<file path="src/rtl/sha_pad_pkg.sv">
// sha_pad_pkg: shared types and helpers for the SHA stream padder.
//   block_bytes(big) : 64 (SHA-1/224/256) or 128 (SHA-384/512) byte blocks
//   len_bytes(big)   : 8 or 16 byte big-endian bit-length field
//   state_e          : padder control states
//   PAD_BYTE         : leading pad byte appended after the message
package sha_pad_pkg;

    typedef enum logic [2:0] {
        FILL,
        SEND,
        PAD,
        SEND_PRE,
        SEND_LAST
    } state_e;

    localparam logic [7:0] PAD_BYTE = 8'h80;

    function automatic int block_bytes(input int big);
        return (big != 0) ? 128 : 64;
    endfunction

    function automatic int len_bytes(input int big);
        return (big != 0) ? 16 : 8;
    endfunction

endpackage

</file>
<file path="src/rtl/sha_pad_tail.sv">
// sha_pad_tail: combinational tail builder for the padder.
// Ports:
//   blk_i    : current block buffer, byte 0 in MSBs
//   ptr_i    : number of message bytes already in the buffer (0..BLOCK_BYTES)
//   len_i    : message length in bytes
//   padded_o : buffer with PAD_BYTE at ptr_i, zeros after, and the length
//              field in the tail when it fits
//   lenblk_o : all-zero block carrying only the length field
//   fits_o   : pad byte and length field both fit behind the message bytes
module sha_pad_tail
    import sha_pad_pkg::*;
#(
    parameter int BLOCK_BYTES = 64,
    parameter int LEN_BYTES   = 8,
    parameter int PTR_W       = 7
) (
    input  logic [BLOCK_BYTES*8-1:0] blk_i,
    input  logic [PTR_W-1:0]         ptr_i,
    input  logic [63:0]              len_i,
    output logic [BLOCK_BYTES*8-1:0] padded_o,
    output logic [BLOCK_BYTES*8-1:0] lenblk_o,
    output logic                     fits_o
);

    // Bit length {len,3'b0}, truncated or zero-extended to the field width.
    logic [LEN_BYTES*8-1:0] bitlen;
    assign bitlen = (LEN_BYTES*8)'({len_i, 3'b000});

    always_comb begin
        padded_o = '0;
        lenblk_o = '0;
        fits_o   = (32'(ptr_i) + 32'(LEN_BYTES) + 32'd1) <= 32'(BLOCK_BYTES);
        lenblk_o[LEN_BYTES*8-1:0] = bitlen;
        for (int unsigned b = 0; b < BLOCK_BYTES; b++) begin
            if (b < 32'(ptr_i)) begin
                padded_o[(BLOCK_BYTES-1-b)*8 +: 8] = blk_i[(BLOCK_BYTES-1-b)*8 +: 8];
            end else if (b == 32'(ptr_i)) begin
                padded_o[(BLOCK_BYTES-1-b)*8 +: 8] = PAD_BYTE;
            end
        end
        if (fits_o) begin
            padded_o[LEN_BYTES*8-1:0] = bitlen;
        end
    end

endmodule

</file>
<file path="src/rtl/sha_stream_padder.sv">
// sha_stream_padder: byte stream in, FIPS 180-4 padded blocks out.
// Optional feature macro: SHA_STREAM_PADDER_ERR_EN (adds sticky oerr output).
// Ports:
//   clk, rst        : clock, asynchronous active-high reset
//   tvalid/tready   : input beat handshake; tlast marks the final beat
//   tid             : message id, sampled on the first beat
//   tdata           : IBYTES payload bytes, first byte in MSBs
//   tbytes          : valid bytes on the tlast beat (0..IBYTES)
//   ovalid/oready   : output block handshake; olast marks the final block
//   oid, olen       : message id and byte length (olen wraps modulo 2^64)
//   oblock          : padded block, byte 0 in MSBs
//   oerr            : (macro only) malformed tbytes seen, sticky until rst
module sha_stream_padder
    import sha_pad_pkg::*;
#(
    parameter int IBYTES    = 1,
    parameter int BIG_BLOCK = 0,
    parameter int ID_W      = 32,
    localparam int BLOCK_BYTES = block_bytes(BIG_BLOCK),
    localparam int TB_W        = $clog2(IBYTES + 1)
) (
    input  logic                     clk,
    input  logic                     rst,
    input  logic                     tvalid,
    output logic                     tready,
    input  logic                     tlast,
    input  logic [ID_W-1:0]          tid,
    input  logic [8*IBYTES-1:0]      tdata,
    input  logic [TB_W-1:0]          tbytes,
    output logic                     ovalid,
    input  logic                     oready,
    output logic                     olast,
    output logic [ID_W-1:0]          oid,
    output logic [63:0]              olen,
    output logic [BLOCK_BYTES*8-1:0] oblock
`ifdef SHA_STREAM_PADDER_ERR_EN
    ,
    output logic                     oerr
`endif
);

    localparam int LEN_BYTES = len_bytes(BIG_BLOCK);
    localparam int PTR_W     = $clog2(BLOCK_BYTES + 1);
    localparam logic [PTR_W-1:0] PTR_FULL = PTR_W'(BLOCK_BYTES);

    state_e                   state_q, state_d;
    logic [BLOCK_BYTES*8-1:0] buf_q, buf_d;
    logic [PTR_W-1:0]         ptr_q, ptr_d;
    logic [63:0]              len_q, len_d;
    logic [ID_W-1:0]          id_q, id_d;
    logic                     in_msg_q, in_msg_d;
    logic                     run_q;

    logic                     accept;
    logic [31:0]              tb_ext;
    logic [PTR_W-1:0]         cnt;
    logic [BLOCK_BYTES*8-1:0] padded, lenblk;
    logic                     fits;

    assign tready = run_q && (state_q == FILL);
    assign accept = tvalid && tready;
    assign tb_ext = 32'(tbytes);

    // Non-last beats always carry IBYTES; oversized tbytes saturates.
    always_comb begin
        if (!tlast || tb_ext > 32'(IBYTES)) begin
            cnt = PTR_W'(IBYTES);
        end else begin
            cnt = PTR_W'(tbytes);
        end
    end

    sha_pad_tail #(
        .BLOCK_BYTES(BLOCK_BYTES),
        .LEN_BYTES  (LEN_BYTES),
        .PTR_W      (PTR_W)
    ) u_tail (
        .blk_i   (buf_q),
        .ptr_i   (ptr_q),
        .len_i   (len_q),
        .padded_o(padded),
        .lenblk_o(lenblk),
        .fits_o  (fits)
    );

    always_comb begin
        state_d  = state_q;
        buf_d    = buf_q;
        ptr_d    = ptr_q;
        len_d    = len_q;
        id_d     = id_q;
        in_msg_d = in_msg_q;
        case (state_q)
            FILL: begin
                if (accept) begin
                    // ptr is always a multiple of IBYTES here, so the beat never straddles the block end.
                    for (int unsigned i = 0; i < IBYTES; i++) begin
                        if (i < 32'(cnt)) begin
                            buf_d[(BLOCK_BYTES-1-(32'(ptr_q)+i))*8 +: 8] = tdata[(IBYTES-1-i)*8 +: 8];
                        end
                    end
                    ptr_d = ptr_q + cnt;
                    len_d = len_q + 64'(cnt);
                    if (!in_msg_q) begin
                        id_d = tid;
                    end
                    if (tlast) begin
                        in_msg_d = 1'b0;
                        state_d  = PAD;
                    end else begin
                        in_msg_d = 1'b1;
                        if (ptr_q + PTR_W'(IBYTES) == PTR_FULL) begin
                            state_d = SEND;
                        end
                    end
                end
            end
            SEND: begin
                if (oready) begin
                    ptr_d   = '0;
                    buf_d   = '0;
                    state_d = FILL;
                end
            end
            PAD: begin
                buf_d   = padded;
                state_d = fits ? SEND_LAST : SEND_PRE;
            end
            SEND_PRE: begin
                if (oready) begin
                    buf_d = lenblk;
                    // A completely full data block left no room for the pad byte.
                    if (ptr_q == PTR_FULL) begin
                        buf_d[BLOCK_BYTES*8-1 -: 8] = PAD_BYTE;
                    end
                    state_d = SEND_LAST;
                end
            end
            SEND_LAST: begin
                if (oready) begin
                    ptr_d   = '0;
                    len_d   = '0;
                    buf_d   = '0;
                    state_d = FILL;
                end
            end
            default: state_d = FILL;
        endcase
    end

    always_ff @(posedge clk or posedge rst) begin
        if (rst) begin
            state_q  <= FILL;
            buf_q    <= '0;
            ptr_q    <= '0;
            len_q    <= '0;
            id_q     <= '0;
            in_msg_q <= 1'b0;
            run_q    <= 1'b0;
        end else begin
            state_q  <= state_d;
            buf_q    <= buf_d;
            ptr_q    <= ptr_d;
            len_q    <= len_d;
            id_q     <= id_d;
            in_msg_q <= in_msg_d;
            run_q    <= 1'b1;
        end
    end

    assign ovalid = (state_q == SEND) || (state_q == SEND_PRE) || (state_q == SEND_LAST);
    assign olast  = (state_q == SEND_LAST);
    assign oid    = id_q;
    assign olen   = len_q;
    assign oblock = buf_q;

`ifdef SHA_STREAM_PADDER_ERR_EN
    logic err_q;
    always_ff @(posedge clk or posedge rst) begin
        if (rst) begin
            err_q <= 1'b0;
        end else if (accept && ((tlast && tb_ext > 32'(IBYTES)) ||
                                (!tlast && tb_ext != '0 && tb_ext != 32'(IBYTES)))) begin
            err_q <= 1'b1;
        end
    end
    assign oerr = err_q;
`endif

endmodule

</file>
<file path="config.mk">
export PLATFORM = sky130hd
export DESIGN_NAME = sha_stream_padder
export DESIGN_NICKNAME = d
export VERILOG_FILES = /design/src/rtl/sha_pad_pkg.sv /design/src/rtl/sha_pad_tail.sv /design/src/rtl/sha_stream_padder.sv
export SDC_FILE = /design/constraint.sdc
export NUM_CORES = 2
export LEC_CHECK = 0
export ABC_AREA = 1
export BUFFER_PORTS_ARGS = -buffer_cell sky130_fd_sc_hd__buf_2
export CAP_MARGIN = 20
export CELL_PAD_IN_SITES_DETAIL_PLACEMENT = 0
export CELL_PAD_IN_SITES_GLOBAL_PLACEMENT = 1
export CORE_MARGIN = 2
export CORE_UTILIZATION = 45
export CTS_CLUSTER_DIAMETER = 30
export DETAILED_ROUTE_END_ITERATION = 10
export GPL_TIMING_DRIVEN = 0
export PLACE_DENSITY_LB_ADDON = 0.1
export SYNTH_ARGS = -nofsm -noshare
export SYNTH_HDL_FRONTEND = slang
export SYNTH_HIERARCHICAL = 1
export SYNTH_SLANG_ARGS = --single-unit
</file>
<file path="constraint.sdc">
create_clock -name clk -period 57.3 [get_ports clk]
set_input_delay 2.865 -clock clk [delete_from_list [all_inputs] [get_ports clk]]
set_output_delay 2.865 -clock clk [all_outputs]
set_load 0.05 [all_outputs]
</file>
After elaboration in Yosys (flattened, before gate mapping)
Cells that the tools add are included.
{"block": "totals", "ff_bits": 620, "input_bits": 46, "out_inout_bits": 611, "word_cells": 518}
{"block": "classes", "add_sub_neg": 7, "order_cmp": 67, "n_eq_ne": 139, "shifts": 2, "n_mux": 151, "bitwise_logic": 1, "n_reduce_logical": 81}
{"op": "512-bit two-way mux", "count": 4}
{"op": "512-bit case mux with 4 select lines", "count": 1}
{"op": "8-bit two-way mux", "count": 129}
{"op": "512-bit bitwise mux", "count": 1}
{"op": "8-bit by 34-bit variable shift with 512-bit output, first input constant", "count": 1}
{"op": "8-bit by 34-bit variable part select with 512-bit output", "count": 1}
{"op": "6-bit AND reduction", "count": 64}
{"op": "6-bit by 7-bit == test with 1-bit output, first input constant", "count": 32}
{"op": "6-bit by 7-bit < comparator with 1-bit output, first input constant", "count": 32}
{"op": "64-bit two-way mux", "count": 3}
{"op": "64-bit case mux with 2 select lines", "count": 1}
{"op": "2-bit != test, second input constant", "count": 59}
{"op": "5-bit by 7-bit == test with 1-bit output, first input constant", "count": 16}
{"op": "5-bit by 7-bit < comparator with 1-bit output, first input constant", "count": 16}
{"op": "64-bit by 7-bit adder with 64-bit output", "count": 1}
{"op": "4-bit by 7-bit == test with 1-bit output, first input constant", "count": 8}
{"op": "4-bit by 7-bit < comparator with 1-bit output, first input constant", "count": 8}
{"op": "32-bit negator with 34-bit output", "count": 1}
{"op": "32-bit by 1-bit adder with 32-bit output, second input constant", "count": 1}
{"op": "32-bit by 7-bit <= comparator with 1-bit output, second input constant", "count": 1}
{"op": "3-bit by 7-bit == test with 1-bit output, first input constant", "count": 4}
{"op": "3-bit by 7-bit < comparator with 1-bit output, first input constant", "count": 4}
{"op": "3-bit != test, second input constant", "count": 8}
{"op": "1-bit by 7-bit < comparator with 1-bit output, first input constant", "count": 3}
{"op": "other kinds (31)", "count": 49}

Logic depth before layout (Yosys ltp)
{"block": "logic_depth", "depth_word": 7, "ltp_mapped": 21}

Modules after synthesis
Netlist, hierarchy kept.
{"mod": "sha_stream_padder", "n_inst": 1, "cells_each": 5062, "area_each_um2": 36795.3, "seq_area_each_um2": 15514.9}
{"mod": "sha_pad_tail", "n_inst": 1, "cells_each": 1861, "area_each_um2": 9211.3, "seq_area_each_um2": 0.0}

Least setup slack after synthesis
OpenSTA, ideal clock, no wires.
{"block": "synth_timing", "path_kind": "input-to-reg", "startpoint": "in tbytes", "endpoint": "reg len_q[36] (netlist: olen[36])", "setup_ns": 0.089, "arrival_ns": 4.686, "required_ns": 57.211, "setup_slack_ns": 52.526, "cell_stages": 13, "path_buffers": 0, "path_cell_list": "inv_1 > nand2_1 > ha_1 > ha_1 > nand3_1 > nor4_1 > nand3_1 > nor3_1 > nand2_1 > nor2_1 > nand2_1 > nand2_1 > nor3b_1"}
{"block": "synth_between", "elab_chain_len": 6}
{"element": "start: declaration", "line_no": "sha_stream_padder.sv:29", "source": "input logic [TB_W-1:0] tbytes,"}
{"element": "1-bit > comparator", "line_no": "sha_stream_padder.sv:66", "source": "if (!tlast || tb_ext > 32'(IBYTES)) begin"}
{"element": "1-bit logical OR", "line_no": "sha_stream_padder.sv:66"}
{"element": "1-bit two-way mux *", "line_no": "sha_stream_padder.sv:66"}
{"element": "64-bit by 7-bit adder with 64-bit output *", "line_no": "sha_stream_padder.sv:103", "source": "len_d = len_q + 64'(cnt);"}
{"element": "64-bit two-way mux *", "line_no": "sha_stream_padder.sv:95", "source": "if (accept) begin"}
{"element": "64-bit case mux with 2 select lines *", "line_no": "sha_stream_padder.sv:93", "source": "case (state_q)"}
{"element": "end signal: assignment", "line_no": "sha_stream_padder.sv:164", "source": "len_q <= len_d;"}
{"element": "end: declaration", "line_no": "sha_stream_padder.sv:49", "source": "logic [63:0] len_q, len_d;"}
Mark *: on every way between the ends. The rest lies on a longest branch, timed or not. The select of a mux whose other input is x is not followed.
A chain may end at the register's enable or synchronous reset.

Worst setup path in the final report
{"block": "layout_timing", "startpoint": "reg state_q[0]", "endpoint": "out ovalid"}
{"block": "layout_between", "elab_chain_len": 3, "word_cells_on_any_way": 5, "classes_between": "3 x eq/ne; 2 x reduce/logical"}
{"element": "start: declaration", "line_no": "sha_stream_padder.sv:46", "source": "state_e state_q, state_d;"}
{"element": "start signal: assignment", "line_no": "sha_stream_padder.sv:161", "source": "state_q <= state_d;"}
{"element": "3-bit by 1-bit == test with 1-bit output or 3-bit by 2-bit == test with 1-bit output (tied branches)", "line_no": "sha_stream_padder.sv:171", "source": "assign ovalid = (state_q == SEND) || (state_q == SEND_PRE) || (state_q == SEND_LAST);"}
{"element": "1-bit logical OR", "line_no": "sha_stream_padder.sv:171"}
{"element": "1-bit logical OR *", "line_no": "sha_stream_padder.sv:171"}
{"element": "end: declaration", "line_no": "sha_stream_padder.sv:30", "source": "output logic ovalid,"}
Mark *: on every way between the ends. The rest lies on a longest branch, timed or not.

==> impl_metrics.yaml <==
outcome:
  status: "completed"
sta:
  min_period_over_period_pct: 9.32
  setup_viol: 0
  worst_slew_pin_slew_ns: 1.23
  min_period_ns: 5.34
  drv_slew: 0
  fmax_mhz: 187
  finalHoldViolations: 0
  tns_ns: 0
  rsz0062_at_grt: "false"
  max-slew-margin-rel_pct: 17.9
  fin_skew_ns: 0.0222
cts:
  clkLatencyLatePin_ns: 0.80
  cts_resized: 0
  clk_pin_slew_ns: 0.04
  ctsHtreeMaxLevel: 4
  cts_root_buf: "clkbuf_16"
  clock_path_buffers: 3
  numCtsBuffers: 190
  cts.sinks: 620
  hold_buffers: 0
  post_cts_buffers: 0
  tritoncts: "built"
pwr:
  ir_drop_v: 0.0000549
  power_density_nw_per_um2: 61.3
  cellLeakagePower_uw: 0.0313
global_routing:
  grt_util_all_layers_pct: 42.0
  grt_overflow_total: 0
  grt_start_max_net_pins: 122
  antenna_found_initial: 17
  grt_pass1_wl_mm: 321
  grt_pass1_vias: 48100
route:
  antenna_left: 0
  vias: 52400
  routedWlPerCell_um: 23.3
  post-route-drc-count: 0
  firstDrtPassIters: 6
  viasPerCell: 5.36
  drt-initial-drc-count: 5874
  wirelength_mm: 228
floorplan:
  die_area_um2: 105000
  die_h_um: 324
  die_w_um: 324
  core_um2: 102000
  ios: 657
  core.rowCount: 117
  initial_core_util_pct: 45.3
cells_and_area:
  num-nets-final: 8304
  layout-drive-gt1-share_pct: 21.7
  syn_to_final_growth_pct: 30.3
  layoutNonFillerInstCount: 9777
  fill_cells: 9864
yosys:
  ys_ff_latch: 620
  synthArstFlopShare_pct: 100
  synth_cell_types: 54
  yosysSeqAreaShare_pct: 33.7
  synth-warning-count: 6
  synth_area_um2: 46000
  synth_ff_type: "dfrtp_1"
  synth_edf_count: 0
  synth_cells: 6923
  synth.avg_cell_area_um2: 6.65
place:
  dp_hpwl_mm: 176
  port_buffers: 656
  place_inst: 9414
  gp_congestion: 1.09
critical_path:
  worst-path-max-fanout: 8
  cp_num_buf_inv: 3
  cp_cell_sequence: "nor2_1, nand2_2, inv_2, nor2_1, inv_1, buf_2"
  cpMostUsedCell: "nor2_1"
  worst-endpoint-arrival_ns: 2.47
  setup.worst_path.start_class: "flip-flop"
  cp.required_ns: 54.44
  crit_family: "buffers and inverters"
  worst-setup-path-type: "reg2out"
  cpPeakStageDelay_ns: 0.42
  cpMaxStageDelayCell: "dfrtp_1"
  cp-end-kind: "primary output"
hold_path:
  hp-class: "reg2reg"
job:
  maxCapViolCount: 0
[layer usage]
layer	wire (um)	up-vias	part of all wire, %	track usage (%)
met5	42	-	0.018	0
met2	103000	2765	45	66.1
li1	-	24300	-	-
met4	17100	6	7.5	29.0
met1	86900	24700	38	51.2
met3	21300	688	9.3	9.57
[worst paths after layout]
check	depth (start not counted)	slack (ns)	start	endpoint
max	6	51.96	state_q[0]$_DFFE_PP0P_	ovalid
min in group asynchronous	2	2.17	rst	oid[24]$_DFFE_PP0P_
min	2	0.49	flip-flop	flip-flop
max in group asynchronous	4	53.53	rst	asynchronous set/reset pin
max reg2reg	20	52.50	ptr_q[0]$_DFFE_PP0P_	flip-flop
min reg2reg	2	0.49	flip-flop	flip-flop
[area by class of cell]
type                            count  area, um2  area share, %
Multi-Input combinational cell   5277      24600           41.0
Sequential cell                   620      15500           25.9
Clock buffer                      262       5480           9.14
Buffer                            790       5030           8.39
Timing Repair Buffer              678       3650           6.09
Inverter                          686       2590           4.32
Tap cell                         1368       1710           2.85
Clock inverter                     91       1380           2.31
Antenna cell                        5       12.5         0.0209
[stage by stage]
stage	worst slack [ns]	hold slack (ns)	util [%]	area, um2	total power (uW)
2_1_floorplan	37.07	0.454	-	47700	1870
3_3_place_gp	28.53	0.471	51.9	52700	2480
3_5_place_dp	51.52	0.482	52.2	53000	2510
4_1_cts	51.96	0.493	58.9	59900	3640
5_1_grt	51.89	0.513	59.0	59900	3810
6_report	51.96	0.493	59.0	60000	3680
[cell families after synthesis]
group	synth area share, %
flip-flops	33.7
buffers and inverters	16.5
XOR/XNOR	0.362
multiplexers	0.783
AND/OR/NAND/NOR	32.9
AO/OA/AOI/OAI	15.2
adder cells (fa/ha/maj)	0.408
other	0.0163
[synth_stat cells (all sizes together) (9+ instances only)]
master / instances / area, um2
nand2: 2490 / 9530
inv: 680 / 2550
nor2: 643 / 2560
buf: 629 / 4420
dfrtp: 620 / 15500
a22oi: 505 / 3790
o21ai: 467 / 2370
nand4: 192 / 1250
nand3: 166 / 851
clkbuf: 161 / 604
nor3: 124 / 646
a21oi: 85 / 538
nor4: 34 / 219
mux2: 32 / 360
ha: 15 / 188
xor2: 14 / 130
o22ai: 9 / 56.3
o31ai: 9 / 67.6
[placed cells by master, fill, tap and decap left out, drive strengths merged, types with 14 or more instances in the layout]
cell type and n:
o21ai 467, clkbuf 423, nor4 34, dfrtp 620
nand4 192, a21oi 85, inv 687, bufinv 30
clkinvlp 21, nor2 643, nor3 124, nand2 2490
xor2 14, nand3 166, conb 452, mux2 32
clkinv 39, buf 1307, ha 15, a22oi 505
[report_power, final]
| part | switching [uW] | internal (uW) |
|---|---|---|
| Clock | 323 | 796 |
| Combinational | 1460 | 369 |
| Sequential | 154 | 580 |
| Total | 1930 | 1740 |
[worst reg2reg max path: cells and delay by family (launching register included)]
kind | cells | cell delay [ns]
AO/OA/AOI/OAI | 1 | 0.23
adder cells (fa/ha/maj) | 2 | 0.49
buffers and inverters | 3 | 0.37
flip-flops | 1 | 0.82
AND/OR/NAND/NOR | 14 | 2.82
Note: power is estimated with default switching activity, not from simulation.
